File: src/rtl/esfa_pkg.sv
// ============================================================================
// Module   : esfa_pkg
// Brief    : Shared ESFA word layout, loader state encoding and error codes.
// Revision : 1.0
// ============================================================================
`default_nettype none

package esfa_pkg;

    localparam int ISMUT_BIT   = 0;
    localparam int EXPBOOL_BIT = 1;
    localparam int EOP_BIT     = 2;
    localparam int HANDLE_LSB  = 8;
    localparam int INDEX_LSB   = 16;
    localparam int VALUE_LSB   = 24;
    localparam int SEL_LSB     = 32;
    localparam int EXPVAL_LSB  = 40;
    localparam int ID_LSB      = 48;
    localparam int FIELD_W     = 8;

    localparam logic [2:0] ST_IDLE    = 3'd0;
    localparam logic [2:0] ST_COLLECT = 3'd1;
    localparam logic [2:0] ST_WRITE   = 3'd2;
    localparam logic [2:0] ST_DONE    = 3'd3;
    localparam logic [2:0] ST_ERR     = 3'd4;

    localparam logic [1:0] ERR_NONE  = 2'd0;
    localparam logic [1:0] ERR_SEQ   = 2'd1;
    localparam logic [1:0] ERR_OVF   = 2'd2;
    localparam logic [1:0] ERR_ABORT = 2'd3;

    // Stream byte index at which the instruction ID arrives.
    localparam logic [2:0] ID_BYTE_IDX = 3'(ID_LSB / FIELD_W);

endpackage

`default_nettype wire

File: src/rtl/esfa_byte_packer.sv
// ============================================================================
// Module   : esfa_byte_packer
// Brief    : Little-endian packer assembling eight stream bytes into a word.
// Revision : 1.0
// ============================================================================
`default_nettype none

module esfa_byte_packer (
    input  logic        clk,
    input  logic        rst,
    input  logic        clear_i,
    input  logic        load_i,
    input  logic [7:0]  byte_i,
    output logic [2:0]  idx_o,
    output logic [63:0] word_o
);

    logic [2:0]  idx_q;
    logic [63:0] word_q;

    // The 3-bit index wraps from 7 to 0 by itself after the last byte.
    always_ff @(posedge clk) begin
        if (rst) begin
            idx_q  <= 3'd0;
            word_q <= 64'd0;
        end else if (clear_i) begin
            idx_q  <= 3'd0;
            word_q <= 64'd0;
        end else if (load_i) begin
            word_q[{idx_q, 3'b000} +: 8] <= byte_i;
            idx_q                        <= idx_q + 3'd1;
        end
    end

    assign idx_o  = idx_q;
    assign word_o = word_q;

endmodule

`default_nettype wire

File: src/rtl/esfa_vector_loader.sv
// ============================================================================
// Module   : esfa_vector_loader
// Brief    : Packs a byte stream into ESFA words and writes them to vector BRAM.
// Revision : 1.0
// ============================================================================
`default_nettype none

module esfa_vector_loader #(
    parameter logic [31:0] BASE_ADDR   = 32'h0000_0000,
    parameter int unsigned ADDR_STRIDE = 8,
    parameter int unsigned MAX_WORDS   = 512
) (
    input  logic        clk,
    input  logic        reset,
    input  logic        start,
    input  logic        abort,
    input  logic        s_valid,
    input  logic [7:0]  s_data,
    output logic        s_ready,
    output logic        mem_we,
    output logic [31:0] mem_addr,
    output logic [63:0] mem_wdata,
    output logic        busy,
    output logic        done,
    output logic        error,
    output logic [1:0]  error_code,
    output logic [15:0] words_written
);

    import esfa_pkg::*;

    logic [2:0]  state_q, state_d;
    logic [15:0] ww_q, ww_d;
    logic [31:0] addr_q, addr_d;
    logic [1:0]  code_q, code_d;

    logic        w_clear;
    logic        w_load;
    logic        w_id_bad;
    logic [2:0]  w_idx;
    logic [63:0] w_word;

    // A byte is never packed in the cycle an abort discards the session.
    assign w_load   = (state_q == ST_COLLECT) && s_valid && !abort;
    assign w_id_bad = (w_idx == ID_BYTE_IDX) && (s_data != ww_q[7:0]);

    esfa_byte_packer u_packer (
        .clk     (clk),
        .rst     (reset),
        .clear_i (w_clear),
        .load_i  (w_load),
        .byte_i  (s_data),
        .idx_o   (w_idx),
        .word_o  (w_word)
    );

    always_comb begin
        state_d = state_q;
        ww_d    = ww_q;
        addr_d  = addr_q;
        code_d  = code_q;
        w_clear = 1'b0;
        case (state_q)
            ST_IDLE, ST_DONE, ST_ERR: begin
                if (start) begin
                    state_d = ST_COLLECT;
                    ww_d    = 16'd0;
                    addr_d  = BASE_ADDR;
                    code_d  = ERR_NONE;
                    w_clear = 1'b1;
                end
            end
            ST_COLLECT: begin
                if (abort) begin
                    state_d = ST_ERR;
                    code_d  = ERR_ABORT;
                end else if (s_valid) begin
                    if (w_id_bad) begin
                        state_d = ST_ERR;
                        code_d  = ERR_SEQ;
                    end else if (w_idx == 3'd7) begin
                        state_d = ST_WRITE;
                    end
                end
            end
            ST_WRITE: begin
                ww_d   = ww_q + 16'd1;
                addr_d = addr_q + ADDR_STRIDE;
                if (abort) begin
                    state_d = ST_ERR;
                    code_d  = ERR_ABORT;
                end else if (w_word[EOP_BIT]) begin
                    state_d = ST_DONE;
                end else if ((32'(ww_q) + 32'd1) == MAX_WORDS) begin
                    state_d = ST_ERR;
                    code_d  = ERR_OVF;
                end else begin
                    state_d = ST_COLLECT;
                end
            end
            default: state_d = ST_IDLE;
        endcase
    end

    always_ff @(posedge clk) begin
        if (reset) begin
            state_q <= ST_IDLE;
            ww_q    <= 16'd0;
            addr_q  <= BASE_ADDR;
            code_q  <= ERR_NONE;
        end else begin
            state_q <= state_d;
            ww_q    <= ww_d;
            addr_q  <= addr_d;
            code_q  <= code_d;
        end
    end

    // addr_q tracks BASE_ADDR + ADDR_STRIDE * words_written at all times.
    assign s_ready       = (state_q == ST_COLLECT);
    assign mem_we        = (state_q == ST_WRITE);
    assign mem_addr      = addr_q;
    assign mem_wdata     = w_word;
    assign busy          = (state_q == ST_COLLECT) || (state_q == ST_WRITE);
    assign done          = (state_q == ST_DONE);
    assign error         = (state_q == ST_ERR);
    assign error_code    = code_q;
    assign words_written = ww_q;

endmodule

`default_nettype wire

File: config.mk
export PLATFORM = sky130hd
export DESIGN_NAME = esfa_vector_loader
export DESIGN_NICKNAME = d
export VERILOG_FILES = /design/src/rtl/esfa_pkg.sv /design/src/rtl/esfa_byte_packer.sv /design/src/rtl/esfa_vector_loader.sv
export SDC_FILE = /design/constraint.sdc
export NUM_CORES = 1
export LEC_CHECK = 0
export CAP_MARGIN = 15
export CORE_UTILIZATION = 36
export CTS_CLUSTER_DIAMETER = 200
export DETAILED_ROUTE_END_ITERATION = 12
export PLACE_DENSITY_LB_ADDON = 0.1
export SYNTH_ARGS = -nofsm -noshare
export SYNTH_HDL_FRONTEND = slang
export SYNTH_SLANG_ARGS = --single-unit
File: constraint.sdc
create_clock -name clk -period 3.25 [get_ports clk]
set_clock_uncertainty 0.2 [all_clocks]
set_input_delay 0.975 -clock clk [delete_from_list [all_inputs] [get_ports clk]]
set_output_delay 0.975 -clock clk [all_outputs]
set_load 0.005 [all_outputs]
# Word level (Yosys, flattened, before mapping)
# Index checks and enable logic that the tools add are counted.
# word_totals
ramBits,0
latchBits,0
n_memories,0
output_inout_bits,119
mem_bits_ro,0
word_cells,64
ff_bits,120
# classes
reduce_logical,13
n_mux,24
n_div,0
n_mul,0
n_shift,2
eq_ne,14
bitwise_logic,0
n_lt_le_gt_ge,0
addsub,5
# ops
operator,n
$bwmux 64,1
$pmux 32 s2,1
$shift 8x8->64 const A,1
$shiftx 8x8->64,1
$add 32x4->32 const B,1
$mux 32,1
$pmux 16 s2,1
$mux 3,8
$add 16x1->17 const B,1
$eq 17x10->1 const B,1
$add 16x1->16 const B,1
$mux 16,1
$mux 2,7
$eq 3x3->1 const B,3
$pmux 3 s3,1
$ne 8x8->1,1
$neg 6->8,1
$eq 3x2->1 const B,2
$ne 3x2->1 const B,2
$ne 3x3->1 const B,2
$pmux 2 s3,1
$reduce_and 6->1,1
$ne 4x2->1 const B,1
$add 3x1->3 const B,1
other kinds (13),16

# Logic depth before layout (Yosys ltp)
# logic_depth
ltp_word,6
ltp_mapped,11

# Modules after synthesis
# A second synthesis with hierarchy kept.
# hier_totals
cells_unflattened,687
hier_area_um2,5753.0
# by_module_without_submodules
module,n_inst,seq_area_each_um2,area_each_um2,cells_each
esfa_vector_loader,1,1001.0,3103.0,397
esfa_byte_packer,1,1341.3,2650.0,290

# Worst setup path before layout
# Ideal clock, no wire load.
# synth_timing
path_kind,input -> register
startpoint,input port abort
endpoint,"register u_packer.word_q[32], in the netlist u_packer.word_o[32]"
arrival_time_ps,2452
path_slack_ps,470
required_ps,2922
path_buffers,2
stages,8
path_cell_list,clkbuf_1 nor4b_1 and2_1 nor3b_1 and4bb_1 buf_4 mux2i_1 nor2_1
# synth_between
elab_chain_cells,2
# synth_lines
element,line_no,text
start: declaration,esfa_vector_loader.sv:16,"input logic abort,"
$logic_not 1->1,esfa_vector_loader.sv:44,assign w_load = (state_q == ST_COLLECT) && s_valid && !abort;
$logic_and 1x1->1,esfa_vector_loader.sv:44,
end signal: indexed assignment,esfa_byte_packer.sv:30,"word_q[{idx_q, 3'b000} +: 8] <= byte_i;"
end: declaration,esfa_byte_packer.sv:19,logic [63:0] word_q;
# No other way between the ends.
# A chain may end at the register's enable or synchronous reset.

# Final worst setup path
# layout_timing
startpoint,register state_q[1]
endpoint,output port busy
# layout_between
elab_chain_cells,2
elab_cells_between_ends,3
cone_classes,eq/ne (2); reduce/logical (1)
# layout_lines
element,line_no,text
start: declaration,esfa_vector_loader.sv:32,"logic [2:0] state_q, state_d;"
start signal: assignment,esfa_vector_loader.sv:112,state_q <= state_d;
$eq 3x1->1 or $eq 3x2->1 (tied branches),esfa_vector_loader.sv:124,assign busy = (state_q == ST_COLLECT) || (state_q == ST_WRITE);
$logic_or 1x1->1 *,esfa_vector_loader.sv:124,
end: declaration,esfa_vector_loader.sv:23,"output logic busy,"
# Mark *: on every way between the ends. The rest lies on a longest branch, timed or not.

==> qor.yml <==
cells_and_area:
  layout_commonest_cell: "clkdlybuf4s50_1"
  post_route_cells_drive_above_1_share_pct: 9.23
  mostFrequentLayoutCells: "clkdlybuf4s50_1 (128), nor2_1 (118), dfxtp_1 (116)"
  finish.net_count: 856
  syn_to_final_growth_pct: 38.3
  final_cell_count_no_fill: 1033
  antenna_cells_inserted: 0
synth:
  synth_compound_gate_area_share_pct: 15.0
  synthDistinctLibCells: 58
  ys_seq_elements: 117
  synth-seq-area-share_pct: 42.1
  synth-simple-area-share_pct: 28.3
  synth-adder-area-share_pct: 2.25
  synth_area_leaders: "dfxtp_1 (42%), nor2_1 (8.0%), a21oi_1 (7.6%)"
  yosys.area_share.xor_xnor_pct: 2.05
  post-synth-top-area-fraction_pct: 42.1
  ys_warn_count: 0
  synth_async_sr_flop_share_pct: 0
  netlist_instances: 712
  synth.largest_area_cell: "dfxtp_1"
  postSynthAreaPerCell_um2: 7.81
  netlist_area_um2: 5560
  synth_mux_area_share_pct: 4.47
  synth_top_family_by_area: "simple AND/OR/NAND/NOR gates"
  postSynth.topFlopCell: "dfxtp_1"
  synth_edf_count: 0
critical_path:
  worst_ep_arrival_time_ps: 1930
  worst-endpoint-required_ps: 2070
  crit_buf_inv: 1
  timing.critical_path.cells: "or3b_4 -> o21ai_0 -> clkdlybuf4s50_1"
  cp_slowest_cell: "clkdlybuf4s50_1"
  end_kind: "output port"
  crit_path_max_fanout: 10
  critPathLaunchType: "flip-flop"
  crit_path_max_incr_delay_ps: 550
  cpLargestDelayFamily: "buffers and inverters"
  critical_path_class: "flip-flop to output port"
timing:
  portion_of_the_clock_cycle_consumed_by_the_worst_path_in_the_final_layout_pct: 95.6
  tightest_slew_ps: 726
  final_critical_path_setup_slack_ps: 143
  worst_max_slew_margin_expressed_relative_to_the_limit_pct: 51.3
  setup_repair_after_global_routing_missed_its_margin: "false"
  final.min_clock_period_ps: 3110
  setup_viol: 0
  timing.final.max_slew_violations: 0
  timing_hold_violations_final: 0
  fin_worst_hold_slack_ps: 255
  fmax_ghz: 0.322
placed_design:
  pre_cts_slack_ps: -11.4
  io_buffer_count: 128
  dpl.cell_count: 1002
  hpwlAfterDp_mm: 11.6
  place.gp.congestion: 0.843
cts:
  clk_path_buf_depth: 2
  clock_sink_count: 117
  path_clk_slew_ps: 50
  clock_tree_from_tritoncts: "built"
  htree_num_levels: 4
  holdBufCountCts: 0
  clockRootBuffer: "clkbuf_16"
  cts_inserted_buffers: 17
  post_cts_resize_count: 1
  clock_insertion_delay_worst_skew_ps: 410
  post_cts.repair.setup_buffers: 0
global_route:
  grt_use_met3_pct: 5.78
  grt_overflow: 0
  met2_usage_pct: 35.9
  via_count_of_the_first_global_routing_pass: 5238
  gr-max-usage-layer: "met2"
  grt_start_max_net_pins: 68
  grt_first_pass_wirelength_mm: 26.6
  grt_antenna_before_repair: 0
  grt_util_met1_pct: 25.2
  gr-usage-all-layers_pct: 21.1
detailed_routing:
  dr.first_iter.drc_count: 278
  via_count: 5510
  routed_wire_length_per_instance_um: 16.0
  wl_mm: 16.5
  drcViolationCount: 0
  via_count_normalized_by_instance_count: 5.33
  antenna_left: 0
  detail_route.first_pass.iterations: 5
power_and_ir_drop:
  power-per-cell-area_nw_per_um2: 454
  lkg_pwr_uw: 0.00268
  irDropWorstVdd_v: 0.000399
die:
  rows: 45
  design.portCount: 132
  die_height_um: 126
  initial_core_util_pct: 36.7
  die-width_um: 126
  die_outline_area_um2: 16000
  design.core.area_um2: 15100
flow_run:
  cap_violations: 0
outcome:
  run_status: "finished clean"
min_path:
  timing.hold.worst.class: "flip-flop to flip-flop"
-- final timing paths --
| check | start | endpoint | depth (start not counted) | slack (ps) |
|---|---|---|---|---|
| min reg2reg | u_packer.word_o[54] | u_packer.word_o[54] | 2 | 250 |
| max reg2reg | u_packer.idx_o[0] | u_packer.word_o[47] | 7 | 600 |
| max | state_q[1] | busy | 3 | 140 |
| min | u_packer.word_o[54] | u_packer.word_o[54] | 2 | 250 |
-- metrics by stage --
stage	util (%)	setup TNS, ps	power (µW)	area (µm²)
5_1_grt	50.8	0	3610	7690
2_1_floorplan	-	0	1560	5570
6_report	50.8	0	3490	7690
3_3_place_gp	46.9	0	1640	7100
3_5_place_dp	46.9	-11.4	1650	7100
4_1_cts	50.8	0	3530	7690
-- sequential cells by signal, summed over array words and instances, names as in the netlist --
name             flops
u_packer.idx_o       3
state_q              3
words_written       16
u_packer.word_o     64
error_code           2
mem_addr            29
-- cell usage after synthesis, types with 2 or more instances --
library cell  instances
a211o_1               2
a211oi_1              9
a21oi_1              84
a221oi_1              2
a31oi_1               4
and2_1                4
and3_1                9
and4_1                6
buf_1                 2
buf_2                11
buf_4                 5
buf_6                 2
clkbuf_1             39
dfxtp_1             117
ha_1                 10
inv_1                12
mux2_2                7
mux2i_1              17
nand2_1              75
nand3_1              56
nand3b_1              4
nand4_1              10
nand4b_1              2
nor2_1              118
nor2b_1               2
nor3_1               12
nor3_2                2
nor3b_1               4
nor4_1                4
nor4b_1               3
o211ai_1              6
o21a_1                2
o21ai_0              18
o22ai_1               3
o31ai_1               5
or3_1                10
or4_1                 2
xnor2_1               4
xor2_1                9
-- power breakdown --
part,switching (µW),internal (µW),leakage (µW)
sequential,5.68,1440,0.000943
combinational,106,64.4,0.00144
clock,643,1230,0.000295
total,754,2730,0.00268
-- area by class of cell --
type,count,area (µm²)
clock buffer,20,457
sequential,117,2340
multi-input combinational,524,2920
tap,188,235
timing repair buffer,160,1560
clock inverter,11,133
fill,1434,7450
inverter,13,50.0
-- per-layer routing --
metal / vias up / share of wire [%]
li1: 2715 / -
met1: 2604 / 45
met2: 170 / 48
met3: 21 / 5.3
met4: 0 / 1.7
met5: - / 0
-- logic make-up after synthesis --
family	count (synthesis)
xor gates and xnor gates	13
and+or+nand+nor	330
DFF	117
adders and majority gates	10
other	1
AOI/OAI and AO/OA	144
muxes	24
buffers and inverters	73
-- worst register-to-register path, stage by stage, from the launching register on --
cell     delay, ps
dfxtp_1        560
inv_1          170
ha_1           240
ha_1           320
nor2_1         360
nand3_1        370
a21oi_1        260
nor2_1          60
Power figures use the tool's default switching activity.
==> patch 1 (same settings) <==
Reset style: asynchronous (`reset` and `rst`), changed in 2 clocked blocks.
--- a/src/rtl/esfa_byte_packer.sv
+++ b/src/rtl/esfa_byte_packer.sv
@@ -20,5 +20,5 @@
 
     // The 3-bit index wraps from 7 to 0 by itself after the last byte.
-    always_ff @(posedge clk) begin
+    always_ff @(posedge clk or posedge rst) begin
         if (rst) begin
             idx_q  <= 3'd0;
--- a/src/rtl/esfa_vector_loader.sv
+++ b/src/rtl/esfa_vector_loader.sv
@@ -103,5 +103,5 @@
     end
 
-    always_ff @(posedge clk) begin
+    always_ff @(posedge clk or posedge reset) begin
         if (reset) begin
             state_q <= ST_IDLE;
Formal check against the unedited RTL: differs if reset is asserted again (counterexample within 4 cycles, from zero or initial values and one cycle with reset high); with reset held inactive, the same outputs for 10 cycles.
==> patch 1 against the original RTL <==
  * Setup slack lost 0.011 ns
  * Design area grew 6.0%
  * Core utilization shrank 0.19 points
  * Via count shrank 2.4%
  * Synthesized area grew 8.3%
  * Sequential cell count is the same
  * Routed wire length grew 4.2%
Power is not compared: it rests on default switching activity, and its combinational part moved more than twofold at a synthesized area within 25%.
==> patch 1: results <==
{
  "biggest_area_contributors_in_the_synthesized_netlist": "dfrtp_1 49%, nand2_1 7.9%, nand3_1 5.5%",
  "power_leakage_nw": 3.52,
  "rr_startpoint": "u_packer.idx_o[0]$_DFFE_PP0P_",
  "outcome": "finished clean",
  "crit_arrival_ns": 1.94,
  "grt_first_pass_wirelength_um": 28200,
  "grt_max_degree": 49,
  "fillCellCount": 1546,
  "yosys-top-cells-count": "126 x nand2_1, 117 x dfrtp_1, 66 x nand3_1",
  "drt_pre_antenna_iters": 4,
  "fraction_of_the_mapped_netlist_area_in_adder_cells": 0.0228,
  "numPortBuffers": 128,
  "holdWs_ns": 0.290,
  "worst_r2r_endpoint": "u_packer.word_o[43]$_DFFE_PP0P_",
  "reg2reg_depth": 9,
  "slew_headroom": 0.305,
  "synth.mux.area_fraction": 0.0415,
  "critPathMaxStageDelay_ns": 0.52,
  "routabilityCongestion": 0.836,
  "critPathTopFamily": "buffers and inverters",
  "hold_path_depth": 1,
  "synth-main-ff-cell": "dfrtp_1",
  "grt_util_all_layers": 0.207,
  "tritoncts.num_buffers": 17,
  "final_cell_count_no_fill": 1021,
  "netlist-cell-type-count": 57,
  "path_max_fanout": 12,
  "drt_iter0_drc": 240,
  "totalWireLength_um": 17200,
  "insertion_delay_ns": 0.41,
  "hold_end": "mem_addr[31]$_DFFE_PP0P_",
  "number_of_warnings_printed_during_yosys_synthesis": 0,
  "post-dp-hpwl_um": 12000,
  "share_of_the_yosys_chip_area_belonging_to_registers": 0.486,
  "hold_start": "mem_addr[31]$_DFFE_PP0P_",
  "largest_register_ffs": 64,
  "cts_buffer_depth": 2,
  "worst_reg_to_reg_setup_slack_ns": 0.52,
  "placed_cells": 990,
  "min-delay-path-class": "reg -> reg",
  "synth_compound_gate_area_share": 0.139,
  "via_count": 5376,
  "synth_xor_xnor_area_share": 0.0189,
  "antenna_violations_before_repair": 1,
  "place_worst_setup_slack_ns": -0.0645,
  "drive_gt1_frac": 0.0845,
  "postSynth.asyncResetShare": 1.00,
  "syn_area_per_cell_um2": 8.94,
  "count_of_inserted_antenna_diode_cells": 0,
  "vias_in_the_first_global_route": 5158,
  "number_of_nets_at_the_end_of_the_flow": 817
}
patch 1: changes by cell type after synthesis, sizes merged, moves of 8 or more:
cell    change
dfrtp     +117
dfxtp     -117
nor2       -85
nand2      +51
o21ai      +41
a21oi      -38
nand3      +11
a211oi      -8
mux2i       +8
patch 1: how the worst max path moves through the flow:
stage	cells after the start	slack (ns)	start	end
6_report	3	0.13	state_q[0]$_DFFE_PP0P_	busy
3_3_place_gp	7	-0.05	abort	u_packer.word_o[17]$_DFFE_PP0P_
4_1_cts	3	0.02	state_q[0]$_DFFE_PP0P_	busy
5_1_grt	3	0.03	state_q[0]$_DFFE_PP0P_	busy
2_1_floorplan	7	0.58	abort	u_packer.word_o[32]$_DFFE_PP0P_
3_5_place_dp	7	-0.06	abort	u_packer.word_o[33]$_DFFE_PP0P_
patch 1: metrics by stage:
step / area, µm² / total power [mW] / setup TNS [ns] / utilization
2_1_floorplan: 6040 / 2.51 / 0 / -
3_3_place_gp: 7590 / 3.05 / -0.576 / 0.471
3_5_place_dp: 7590 / 3.08 / -1.01 / 0.471
4_1_cts: 8150 / 4.89 / 0 / 0.506
5_1_grt: 8150 / 5.11 / 0 / 0.506
6_report: 8150 / 4.85 / 0 / 0.506
patch 1: where the power goes:
group,switching [mW],internal (mW)
sequential,0.152,1.58
combinational,0.800,0.528
clock,0.653,1.14
total,1.60,3.24
patch 1: area by class of cell:
| class | count | area, µm² | share of cell area |
|---|---|---|---|
| multi-input cells | 495 | 2840 | 0.348 |
| flip-flops and latches | 117 | 2930 | 0.360 |
| clock inverters | 9 | 105 | 0.0129 |
| well taps | 216 | 270 | 0.0331 |
| clock buffers | 22 | 454 | 0.0557 |
| repair buffers | 152 | 1510 | 0.185 |
| inverters | 10 | 41.3 | 0.00506 |
patch 1: cell families after synthesis:
group | after synthesis
compound gates | 144
other cells | 1
flops | 117
buf+inv | 64
mux | 25
xor+xnor | 13
simple gates | 299
fa+ha+maj | 11
patch 1: repair_timing:
| action | 4_1_cts | 5_1_grt |
|---|---|---|
| resized for setup | 0 | 4 |
| setup endpoints to repair | 0 | 1 |
| buffers inserted | 0 | 0 |
patch 1: routing by layer:
metal / up-vias / track usage / wire, µm
met5: - / 0 / 13
met4: 2 / 0.0640 / 204
met3: 18 / 0.0613 / 1030
met2: 150 / 0.332 / 8280
met1: 2608 / 0.268 / 7690
li1: 2598 / - / -
==> patch 2 (same flow settings) <==
Made on the original files. The parameter `MAX_WORDS` goes from 512 to 384.
--- a/src/rtl/esfa_vector_loader.sv
+++ b/src/rtl/esfa_vector_loader.sv
@@ -9,5 +9,5 @@
     parameter logic [31:0] BASE_ADDR   = 32'h0000_0000,
     parameter int unsigned ADDR_STRIDE = 8,
-    parameter int unsigned MAX_WORDS   = 512
+    parameter int unsigned MAX_WORDS   = 384
 ) (
     input  logic        clk,
Check against the original RTL: no difference found for any inputs over 10 cycles, from zero or initial values and one cycle with reset high; that may be too few to reach the edited logic, so the function may still have changed.
==> patch 2 against the original RTL <==
  * Cell count is 3.6% higher
  * Sequential cell count unchanged
  * Setup slack better by 0.046 ns
  * Synthesized area up 3.1%
  * Die area rose by 3.0%
  * Design area rose by 3.0%
  * Global-route usage decreased by 0.53 points
  * Routed wire length up 0.90%
  * Fmax rose by 1.5%
  * Critical endpoint is now s_ready
  * Highest routed layer unchanged
Power is not compared: it rests on default switching activity, and its combinational part moved more than twofold at a synthesized area within 25%.
==> patch 2: results <==
{
  "number_of_logic_inverters_in_the_finished_layout": 10,
  "post-dp-hpwl_um": 11500,
  "grtUsageMet2": 0.328,
  "signal_buffers": 154,
  "share_of_the_yosys_chip_area_belonging_to_registers": 0.408,
  "rr_startpoint": "words_written[0]$_SDFFE_PP0P_",
  "fraction_of_the_mapped_netlist_area_in_adder_cells": 0.0196,
  "multi_input_cells": 547,
  "number_of_nets_at_the_end_of_the_flow": 869,
  "ctsResizeCount": 0,
  "synth_xor_xnor_area_share": 0.0168,
  "seq_cells": 117,
  "biggest_area_contributors_in_the_synthesized_netlist": "dfxtp_1 41%, nor2_1 7.9%, a21oi_1 6.8%",
  "viasPerCell": 5.26,
  "grt_max_degree": 69,
  "drt_pre_antenna_iters": 4,
  "layout.nonclk_buf_frac": 0.186,
  "sh_seq_area": 0.296,
  "crit_arrival_ns": 1.89,
  "totalWireLength_um": 16700,
  "drive_gt1_frac": 0.0990,
  "yosys-top-cells-count": "120 x nor2_1, 117 x dfxtp_1, 93 x nand2_1",
  "timing.critical_path.from": "state_q[0]$_SDFFE_PP0P_",
  "grt_util_all_layers": 0.205,
  "slew_headroom": 0.520,
  "outcome": "finished clean",
  "synth.mux.area_fraction": 0.0532,
  "grt_util_met3": 0.0530,
  "vias_in_the_first_global_route": 5136,
  "fillCellCount": 1485
}
## patch 2: stage by stage
stage                     area, µm²  setup WS [ns]  hold WS, ns   util
after global placement         7230         0.0512        0.252  0.471
after global routing           7920         0.0729        0.286  0.515
after CTS                      7920         0.0734        0.268  0.515
final                          7920          0.190        0.266  0.515
after floorplan                5740          0.677        0.253      -
after detailed placement       7230        -0.0376        0.254  0.471
## patch 2: path summary, 6_finish.rpt
check	end	slack (ns)
max	s_ready	0.19
min	u_packer.word_o[54]$_SDFFE_PP0P_	0.27
max reg2reg	state_q[2]$_SDFFE_PP0P_	0.35
min reg2reg	u_packer.word_o[54]$_SDFFE_PP0P_	0.27
## patch 2: routing by layer
| layer | up-vias | wire [µm] |
|---|---|---|
| li1 | 2791 | - |
| met1 | 2638 | 7870 |
| met2 | 169 | 7680 |
| met3 | 28 | 818 |
| met4 | 0 | 290 |
| met5 | - | 0 |
